===== config.mk =====
export PLATFORM = sky130hd
export DESIGN_NAME = png_to_binary
export DESIGN_NICKNAME = d
export VERILOG_FILES = /design/src/rtl/png_to_binary.sv
export SDC_FILE = /design/constraint.sdc
export NUM_CORES = 1
export LEC_CHECK = 0
export CELL_PAD_IN_SITES_DETAIL_PLACEMENT = 0
export CELL_PAD_IN_SITES_GLOBAL_PLACEMENT = 1
export CORE_MARGIN = 4
export CORE_UTILIZATION = 50
export CTS_BUF_LIST = sky130_fd_sc_hd__clkbuf_4
export DETAILED_ROUTE_END_ITERATION = 8
export DONT_BUFFER_PORTS = 1
export PLACE_DENSITY_LB_ADDON = 0.12
export SYNTH_ARGS = -nofsm -noshare
export SYNTH_HDL_FRONTEND = slang
export SYNTH_SLANG_ARGS = --single-unit
export TNS_END_PERCENT = 30

===== constraint.sdc =====
create_clock -name clk -period 3.6 [get_ports clk]
set_input_delay 0.9 -clock clk [delete_from_list [all_inputs] [get_ports clk]]
set_output_delay 0.9 -clock clk [all_outputs]
set_load 0.01 [all_outputs]

===== src/rtl/png_to_binary.sv =====
// Re-expands a decimated pixel stream: each input pixel becomes REPEAT outputs,
// held by default or linearly interpolated when PNG_TO_BINARY_INTERP_EN is defined.
module png_to_binary #(
  parameter int REPEAT     = 3,
  parameter int FIFO_DEPTH = 4
) (
  input  logic       clk,
  input  logic       rst,
  input  logic [7:0] png_pixel,
  input  logic       png_valid,
  output logic       png_ready,
  output logic [7:0] binary_pixel,
  output logic       binary_valid,
  input  logic       binary_ready
);

  localparam int AW = $clog2(FIFO_DEPTH);
  localparam int CW = AW + 1;
  localparam logic [CW-1:0] DEPTH_C = CW'(FIFO_DEPTH);
  localparam logic [3:0]    KMAX    = 4'(REPEAT);

  typedef enum logic {IDLE, EMIT} state_t;

  logic [7:0]    mem [FIFO_DEPTH];
  logic [AW-1:0] wr_ptr_reg, rd_ptr_reg;
  logic [CW-1:0] count_reg, count_next;
  logic          png_ready_reg;
  logic          push, pop, empty;
  logic [7:0]    head;

  state_t        state_reg, state_next;
  logic [3:0]    k_reg, k_next;
  logic [7:0]    cur_reg, cur_next;

  assign push      = png_valid & png_ready_reg;
  assign empty     = (count_reg == '0);
  assign head      = mem[rd_ptr_reg];
  assign png_ready = png_ready_reg;

  always_comb begin
    count_next = count_reg;
    case ({push, pop})
      2'b10:   count_next = count_reg + CW'(1);
      2'b01:   count_next = count_reg - CW'(1);
      default: count_next = count_reg;
    endcase
  end

  // Storage carries no reset so it maps onto plain RAM.
  always_ff @(posedge clk) begin
    if (push) mem[wr_ptr_reg] <= png_pixel;
  end

  always_ff @(posedge clk) begin
    if (!rst) begin
      wr_ptr_reg    <= '0;
      rd_ptr_reg    <= '0;
      count_reg     <= '0;
      png_ready_reg <= 1'b0;
    end else begin
      if (push) wr_ptr_reg <= wr_ptr_reg + AW'(1);
      if (pop)  rd_ptr_reg <= rd_ptr_reg + AW'(1);
      count_reg     <= count_next;
      png_ready_reg <= (count_next != DEPTH_C);
    end
  end

`ifdef PNG_TO_BINARY_INTERP_EN
  logic [7:0] prev_reg, prev_next;
  logic       first_reg, first_next;
  logic [7:0] pix_reg;
`endif

  always_comb begin
    state_next = state_reg;
    k_next     = k_reg;
    cur_next   = cur_reg;
    pop        = 1'b0;
`ifdef PNG_TO_BINARY_INTERP_EN
    prev_next  = prev_reg;
    first_next = first_reg;
`endif
    case (state_reg)
      IDLE: begin
        if (!empty) begin
          pop        = 1'b1;
          cur_next   = head;
          k_next     = 4'd1;
          state_next = EMIT;
        end
      end
      EMIT: begin
        if (binary_ready) begin
          if (k_reg < KMAX) begin
            k_next = k_reg + 4'd1;
          end else begin
`ifdef PNG_TO_BINARY_INTERP_EN
            prev_next  = cur_reg;
            first_next = 1'b0;
`endif
            // Chain straight into the next group when a sample is waiting.
            if (!empty) begin
              pop      = 1'b1;
              cur_next = head;
              k_next   = 4'd1;
            end else begin
              state_next = IDLE;
            end
          end
        end
      end
      default: state_next = IDLE;
    endcase
  end

  always_ff @(posedge clk) begin
    if (!rst) begin
      state_reg <= IDLE;
      k_reg     <= '0;
      cur_reg   <= '0;
    end else begin
      state_reg <= state_next;
      k_reg     <= k_next;
      cur_reg   <= cur_next;
    end
  end

  assign binary_valid = (state_reg == EMIT);

`ifdef PNG_TO_BINARY_INTERP_EN
  function automatic logic [7:0] interp(input logic [7:0] p, input logic [7:0] c,
                                        input logic [3:0] k);
    logic [11:0] acc;
    acc = 12'(KMAX - k) * 12'(p) + 12'(k) * 12'(c);
    return 8'(acc / 12'(REPEAT));
  endfunction

  // The output is computed from next-state values so it lines up with k.
  always_ff @(posedge clk) begin
    if (!rst) begin
      prev_reg  <= '0;
      first_reg <= 1'b1;
      pix_reg   <= '0;
    end else begin
      prev_reg  <= prev_next;
      first_reg <= first_next;
      pix_reg   <= interp(first_next ? cur_next : prev_next, cur_next, k_next);
    end
  end

  assign binary_pixel = pix_reg;
`else
  assign binary_pixel = cur_reg;
`endif

endmodule

==> results.yml, run 1 <==
place:
  routabilityCongestion: 0.745
  post-place-ws_ns: 0.613
  dp_hpwl_microns: 2590
  portBuffers: 0
clocking:
  cts_resized: 0
  cts_setup_buffers: 0
  ctsHoldBuffers: 0
  cts_tree: "done"
  clockRootBuffer: "clkbuf_4"
  insertion_delay_ns: 0.36
  cts.sinks: 55
  h-tree-depth: 2
  cts_inserted_buffers: 5
  path_clk_slew_ns: 0.16
  clockBufferDepth: 2
cells_and_area:
  nets: 172
  layout_commonest_cell: "edfxtp_1"
  n_antenna_cell: 0
  drive_above_1_share_pct: 14.9
  syn2layout_area_growth_pct: 3.24
  final_cell_mix: "edfxtp_1 (32), dfxtp_1 (23), inv_1 (9)"
  largest_register_ffs: 32
drt:
  dr.pass1.iters: 4
  viasPerCell: 5.70
  num_vias: 1174
  drt_wl_total_microns: 3590
  ant_nets: 0
  initialDrtViolationCount: 69
  wl_per_cell_microns: 17.4
  drcViolationCount: 0
worst_setup_path:
  reg2reg_slack_ns: 1.02
  worstReg2RegStart: "binary_valid"
  arrival_ns: 2.84
  reg2regPathDepth: 6
  path_class: "in -> reg"
  r2r-end: "png_ready"
  cp.required_ns: 3.85
  startpoint: "binary_ready"
  critPathLaunchType: "primary input"
  crit_chain: "nor2b_1, nor3_2, ha_1, or3b_1, o311ai_0, o311ai_1"
  cp-end-kind: "register"
  cp_max_fo: 12
  worst_path_max_delay_cell: "nor2b_1"
  path_delay_family: "simple AND/OR/NAND/NOR gates"
  cp_num_buf_inv: 0
  max_stage_delay_ns: 0.65
timing:
  relSlewSlack_pct: 42.0
  worst_slack_ns: 1.01
  setup_tns_ns: 0
  period_share_pct: 72.0
  hold_viol: 0
  fmax_ghz: 0.386
  worst_pin_slew_ns: 0.869
  whs_ns: 0.476
  grt_setup_unrepaired: "no"
  finalMaxSlewViolations: 0
  final.setup_skew_ns: 0.0158
  min_period_ns: 2.59
  setup_viol_count_final: 0
die:
  die-width_microns: 75.5
  die-area_sq_um: 5700
  die_y_microns: 75.5
  core_area_sq_um: 4380
  num_rows: 24
  io_pins: 22
  initial_core_util_pct: 52.0
logic_synthesis:
  synth-edff-count: 32
  postSynthAreaPerCell_sq_um: 14.9
  synth_cell_types: 37
  yosysWarnings: 0
  synth_cells: 153
  ys_ff_latch: 55
  ys.flop_type: "edfxtp_1"
  synth_area_sq_um: 2280
  syn_nets: 172
  seq_area_frac_synth_pct: 62.3
  synth-async-reset-ratio_pct: 0
min_path:
  min_path_type: "reg -> reg"
  hold_end: "k_reg[1]"
  min-delay-start: "k_reg[1]"
  worstHoldPathCells: 2
grt:
  grt_usage_pct: 14.3
  grt_max_degree: 21
  grt_pass1_vias: 1202
  antenna_found_initial: 0
  grt-ovfl-total: 0
  grt_first_pass_wirelength_microns: 5920
outcome:
  status: "completed"
power:
  sw_frac_of_total_pct: 34.6
  p_per_area_nw_per_um2: 722
  p_comb_share_pct: 29.5
  p_leak_nw: 0.806
  p_int_mw: 1.11
  seq_power_share_pct: 54.8
  p_switching_mw: 0.587
  peakVddDrop_v: 0.000335
  clkPwrFrac_pct: 15.8
run:
  maxCapViolCount: 0
layout make-up:
type,instances,area [sq um]
clock buffers,5,37.5
well taps,52,65.1
flip-flops and latches,55,1420
multi-input cells,81,764
inverters,9,33.8
repair buffers,1,7.51
fillers,361,2030
clock inverters,3,23.8
power by group through the flow:
stage / Combinational, mW / Sequential, mW / Clock [mW]
6_report: 0.501 / 0.930 / 0.268
5_1_grt: 0.562 / 0.951 / 0.307
4_1_cts: 0.505 / 0.935 / 0.281
3_5_place_dp: 0.504 / 0.949 / 0
3_3_place_gp: 0.487 / 0.943 / 0
2_1_floorplan: 0.479 / 0.883 / 0
Yosys cell counts, types with 2 or more instances:
cell type  count  area share, %
nand2_1        6           0.99
buf_6          3            1.5
nor3_2         2           0.88
xor2_1         2           0.77
nor2_1         4           0.66
o311a_1        8            3.5
a31o_1         8            3.1
and3_1         4            1.1
dfxtp_1       23             20
o21ai_0        4           0.88
inv_1          9            1.5
edfxtp_1      32             42
nor2b_1        2           0.55
a21oi_1        4           0.88
ha_1           6            3.3
and2_1         2           0.55
buf_2          3           0.66
nor2_2         2           0.55
mux4_2         8            7.9
mux2i_1        3            1.3
nand2b_1       2           0.55
routing by layer:
metal,wire length [microns],vias up,track usage (%)
li1,-,584,-
met1,1580,566,17.9
met2,1730,22,23.0
met3,254,2,5.67
met4,19,0,4.08
met5,0,-,0
cell families (layout without fill, tap and decap cells):
kind of cell | count (synthesis) | in the layout | synth area share (%)
AND/OR/NAND/NOR | 31 | 31 | 8.89
flip-flops | 55 | 55 | 62.3
AO/OA/AOI/OAI | 29 | 29 | 10.1
buffers and inverters | 17 | 18 | 4.12
adder cells (fa/ha/maj) | 7 | 7 | 4.17
multiplexers | 11 | 11 | 9.22
XOR/XNOR | 3 | 3 | 1.15
worst max path at each step:
stage,to,depth (start not counted)
4_1_cts,png_ready,6
6_report,png_ready,6
3_3_place_gp,png_ready,6
2_1_floorplan,png_ready,8
3_5_place_dp,png_ready,6
5_1_grt,png_ready,6
worst register-to-register path, stage by stage (launching register included):
cell,delay (ns)
dfxtp_1,0.46
nor2b_1,0.73
nor3_2,0.19
ha_1,0.48
or3b_1,0.36
o311ai_0,0.10
o311ai_1,0.16
metrics by stage:
stage / instance area (sq um) / std cells / power (mW) / util, %
3_5_place_dp: 2290 / 198 / 1.45 / 52.3
4_1_cts: 2350 / 206 / 1.72 / 53.7
6_report: 2350 / 206 / 1.70 / 53.7
3_3_place_gp: 2290 / 198 / 1.43 / 52.3
2_1_floorplan: 2280 / 153 / 1.36 / -
5_1_grt: 2350 / 206 / 1.82 / 53.7
Power figures use the tool's default switching activity.
==> run 2, diff against run 1 <==
clock period = 2.5 ns   (was 3.6 ns; I/O delays follow)
==> results.yml, run 2 (synthesized netlist as in run 1, its figures left out) <==
outcome:
  status: "completed"
timing:
  fmax_ghz: 0.454
  min_period_ns: 2.20
  setup_tns_ns: 0
  final.setup_skew_ns: 0.0166
  setup_viol_count_final: 0
  finalMaxSlewViolations: 0
  worst_pin_slew_ns: 0.560
  grt_setup_unrepaired: "no"
  period_share_pct: 88.0
  relSlewSlack_pct: 62.6
  hold_viol: 0
worst_setup_path:
  worstReg2RegStart: "k_reg[0]"
  cp.required_ns: 2.75
  cp_max_fo: 3
  reg2regPathDepth: 9
  path_class: "reg -> reg"
  arrival_ns: 2.45
  r2r-end: "png_ready"
  cp-end-kind: "register"
  reg2reg_slack_ns: 0.30
  critPathLaunchType: "register"
grt:
  grt_usage_pct: 14.2
  grt_max_degree: 21
  antenna_found_initial: 0
  grt_first_pass_wirelength_microns: 5960
  grt-ovfl-total: 0
  grt_pass1_vias: 1300
drt:
  wl_met1_microns: 1530
  met2_length_microns: 1830
  num_vias: 1191
  dr.pass1.iters: 4
  viasPerCell: 5.73
  drt_wl_total_microns: 3650
  top_layer: "met4"
  wl_per_cell_microns: 17.6
  initialDrtViolationCount: 62
  ant_nets: 0
  met3_length_microns: 272
  drcViolationCount: 0
cells_and_area:
  largest_register_ffs: 32
  nets: 175
  stdcell_count: 208
  drive_above_1_share_pct: 16.0
  syn2layout_area_growth_pct: 4.83
  n_antenna_cell: 0
  fin_area_sq_um: 2390
  final_cell_mix: "edfxtp_1 (32), dfxtp_1 (23), inv_1 (9)"
  layout_commonest_cell: "edfxtp_1"
min_path:
  worstHoldPathCells: 0
  min-delay-start: "png_pixel[1]"
  hold_end: "mem[2][1]"
  min_path_type: "in -> reg"
place:
  dp_cells: 201
  routabilityCongestion: 0.784
  place_area_sq_um: 2310
  portBuffers: 0
  dp_hpwl_microns: 2650
power:
  p_total_mw: 2.54
  peakVddDrop_v: 0.000374
  p_leak_nw: 0.831
  p_per_area_nw_per_um2: 1060
clocking:
  cts_inserted_buffers: 5
  cts_tree: "done"
  insertion_delay_ns: 0.36
  ctsHoldBuffers: 0
  path_clk_slew_ns: 0.15
  cts.sinks: 55
  clockBufferDepth: 2
  h-tree-depth: 2
  cts_setup_buffers: 0
  clockRootBuffer: "clkbuf_4"
  cts_resized: 0
run:
  maxCapViolCount: 0
die:
  initial_core_util_pct: 52.0
  die-width_microns: 75.5
  die_y_microns: 75.5
  io_pins: 22
  num_rows: 24
  core_area_sq_um: 4380
  die-area_sq_um: 5700
[run 2: cell count changes in the layout (fill, tap and decap cells not counted)]
cell	change
inv_6	-1
clkinvlp_4	-1
buf_4	+3
bufinv_16	+1
[run 2: per-layer routing]
metal  global-route usage (%)  vias up
met4                     3.50        0
met5                        0        -
met2                     24.6       23
met3                     5.54        2
met1                     16.7      578
li1                         -      588
[run 2: how the worst max path moves through the flow]
stage                 start           end  slack, ns  cells after the start
2_1_floorplan  binary_ready     png_ready       0.23                      8
5_1_grt            k_reg[0]  count_reg[2]       0.14                      9
4_1_cts            k_reg[0]     png_ready       0.27                      9
6_report           k_reg[0]     png_ready       0.30                      9
3_5_place_dp       k_reg[0]     png_ready       0.30                      9
3_3_place_gp   binary_ready     png_ready       0.36                      8
[run 2: area by class of cell]
cell class | instances | area, sq um
timing repair buffer | 4 | 30.0
clock inverter | 2 | 37.5
fill | 342 | 1990
multi-input combinational | 81 | 764
tap | 52 | 65.1
sequential | 55 | 1420
clock buffer | 5 | 37.5
inverter | 9 | 33.8
[run 2: per-stage QoR]
step | worst slack, ns | hold slack (ns) | utilization (%)
after floorplan | 0.232 | 0.439 | -
after global placement | 0.359 | 0.455 | 52.8
after detailed placement | 0.301 | 0.468 | 52.8
after CTS | 0.274 | 0.338 | 54.5
after global routing | 0.139 | 0.318 | 54.5
final | 0.299 | 0.357 | 54.5
[run 2: power breakdown]
group | switching [mW] | leakage (nW) | internal (mW) | total (mW)
clock network | 0.252 | 0.0373 | 0.205 | 0.458
logic | 0.377 | 0.314 | 0.370 | 0.747
registers | 0.193 | 0.480 | 1.14 | 1.33
total | 0.823 | 0.831 | 1.72 | 2.54
[run 2: critical path: stages (launching register included)]
cell and delay, ns:
dfxtp_1 0.39, ha_1 0.23, nor4b_4 0.07, nor3_2 0.20, ha_1 0.21, inv_1 0.06
fa_1 0.48, inv_1 0.04, o311ai_0 0.28, o311ai_1 0.15
==> run 3, diff against run 2 <==
CORE_ASPECT_RATIO = 0.75   (was unset)
==> results.yml, run 3 (synthesized netlist as in run 1, its figures left out) <==
outcome:
  status: "completed"
die:
  io_pins: 22
  initial_core_util_pct: 53.9
  die_y_microns: 66.5
  die-width_microns: 86.0
  core_area_sq_um: 4230
  num_rows: 20
  die-area_sq_um: 5710
timing:
  finalMaxSlewViolations: 0
  min_period_ns: 2.32
  fmax_ghz: 0.431
  setup_viol_count_final: 0
  hold_viol: 0
  whs_ns: 0.327
  setup_tns_ns: 0
  final.setup_skew_ns: 0.00951
  grt_setup_unrepaired: "no"
  relSlewSlack_pct: 63.1
  worst_slack_ns: 0.177
  period_share_pct: 92.9
  worst_pin_slew_ns: 0.553
clocking:
  ctsHoldBuffers: 0
  h-tree-depth: 2
  clockRootBuffer: "clkbuf_4"
  cts_setup_buffers: 0
  cts_inserted_buffers: 5
  clockBufferDepth: 2
  cts_resized: 0
  cts_tree: "done"
  cts.sinks: 55
  path_clk_slew_ns: 0.16
  insertion_delay_ns: 0.38
cells_and_area:
  final_util_pct: 57.3
  layout_commonest_cell: "edfxtp_1"
  fin_area_sq_um: 2420
  final_cell_mix: "edfxtp_1 (32), dfxtp_1 (23), inv_1 (9)"
  nets: 175
  drive_above_1_share_pct: 16.6
  n_antenna_cell: 0
  largest_register_ffs: 32
  syn2layout_area_growth_pct: 6.31
drt:
  drt_wl_total_microns: 3880
  num_vias: 1232
  initialDrtViolationCount: 64
  ant_nets: 0
  wl_per_cell_microns: 18.3
  drcViolationCount: 0
  viasPerCell: 5.81
  dr.pass1.iters: 4
grt:
  grt_usage_pct: 15.2
  grt_pass1_vias: 1224
  grt-ovfl-total: 0
  antenna_found_initial: 0
  grt_max_degree: 21
  grt_first_pass_wirelength_microns: 6310
place:
  post-place-ws_ns: 0.222
  routabilityCongestion: 0.718
  place_area_sq_um: 2320
  dp_hpwl_microns: 2700
  portBuffers: 0
power:
  p_int_mw: 1.83
  peakVddDrop_v: 0.000468
  seq_power_share_pct: 49.2
  p_switching_mw: 0.871
  sw_frac_of_total_pct: 32.3
  p_comb_share_pct: 28.7
  p_leak_nw: 0.845
  p_per_area_nw_per_um2: 1110
  clkPwrFrac_pct: 22.1
min_path:
  min_path_type: "in -> reg"
worst_setup_path:
  arrival_ns: 2.59
  cp.required_ns: 2.77
  path_class: "reg -> reg"
  critPathLaunchType: "register"
  cp_max_fo: 3
  cp-end-kind: "register"
run:
  maxCapViolCount: 0
## run 3: cell types whose count changed in the layout (fill, tap and decap cells not counted)
cell       change
bufinv_16      +1
## run 3: path summary, 6_finish.rpt
check | endpoint | slack, ns | start | cells past startpoint
min | mem[1][6] | 0.33 | png_pixel[6] | 0
max reg2reg | png_ready | 0.18 | k_reg[0] | 9
min reg2reg | k_reg[1] | 0.48 | k_reg[1] | 2
max | png_ready | 0.18 | k_reg[0] | 9
## run 3: metrics by stage
stage                     instances  power, mW
final                           212       2.70
after global routing            212       2.87
after CTS                       212       2.72
after detailed placement        204       2.13
after global placement          204       2.09
after floorplan                 153       1.96
## run 3: worst max-delay path, cell delays in order, from the launching register on
cell	delay, ns
dfxtp_1	0.40
ha_1	0.23
nor4b_4	0.07
nor3_2	0.20
ha_1	0.22
inv_1	0.06
fa_1	0.48
inv_1	0.05
o311ai_0	0.31
o311ai_1	0.17
## run 3: area by class of cell
class,instances,area (sq um)
Clock buffer,5,37.5
Clock inverter,3,67.6
Fill cell,339,1810
Inverter,9,33.8
Multi-Input combinational cell,81,764
Sequential cell,55,1420
Tap cell,55,68.8
Timing Repair Buffer,4,30.0
## run 3: routing by layer
| layer | global-route usage, % | share of wire (%) | up-vias |
|---|---|---|---|
| met4 | 4.15 | 1.2 | 0 |
| met5 | 0 | 0 | - |
| met3 | 6.80 | 6.7 | 5 |
| met2 | 21.3 | 42 | 33 |
| li1 | - | - | 590 |
| met1 | 21.2 | 50 | 604 |
## run 3: power groups by stage
stage	logic (mW)	registers [mW]	clock network (mW)
finish	0.773	1.33	0.597
global route	0.865	1.35	0.649
CTS	0.780	1.33	0.610
detailed placement	0.776	1.36	0
global placement	0.742	1.34	0
floorplan	0.690	1.27	0
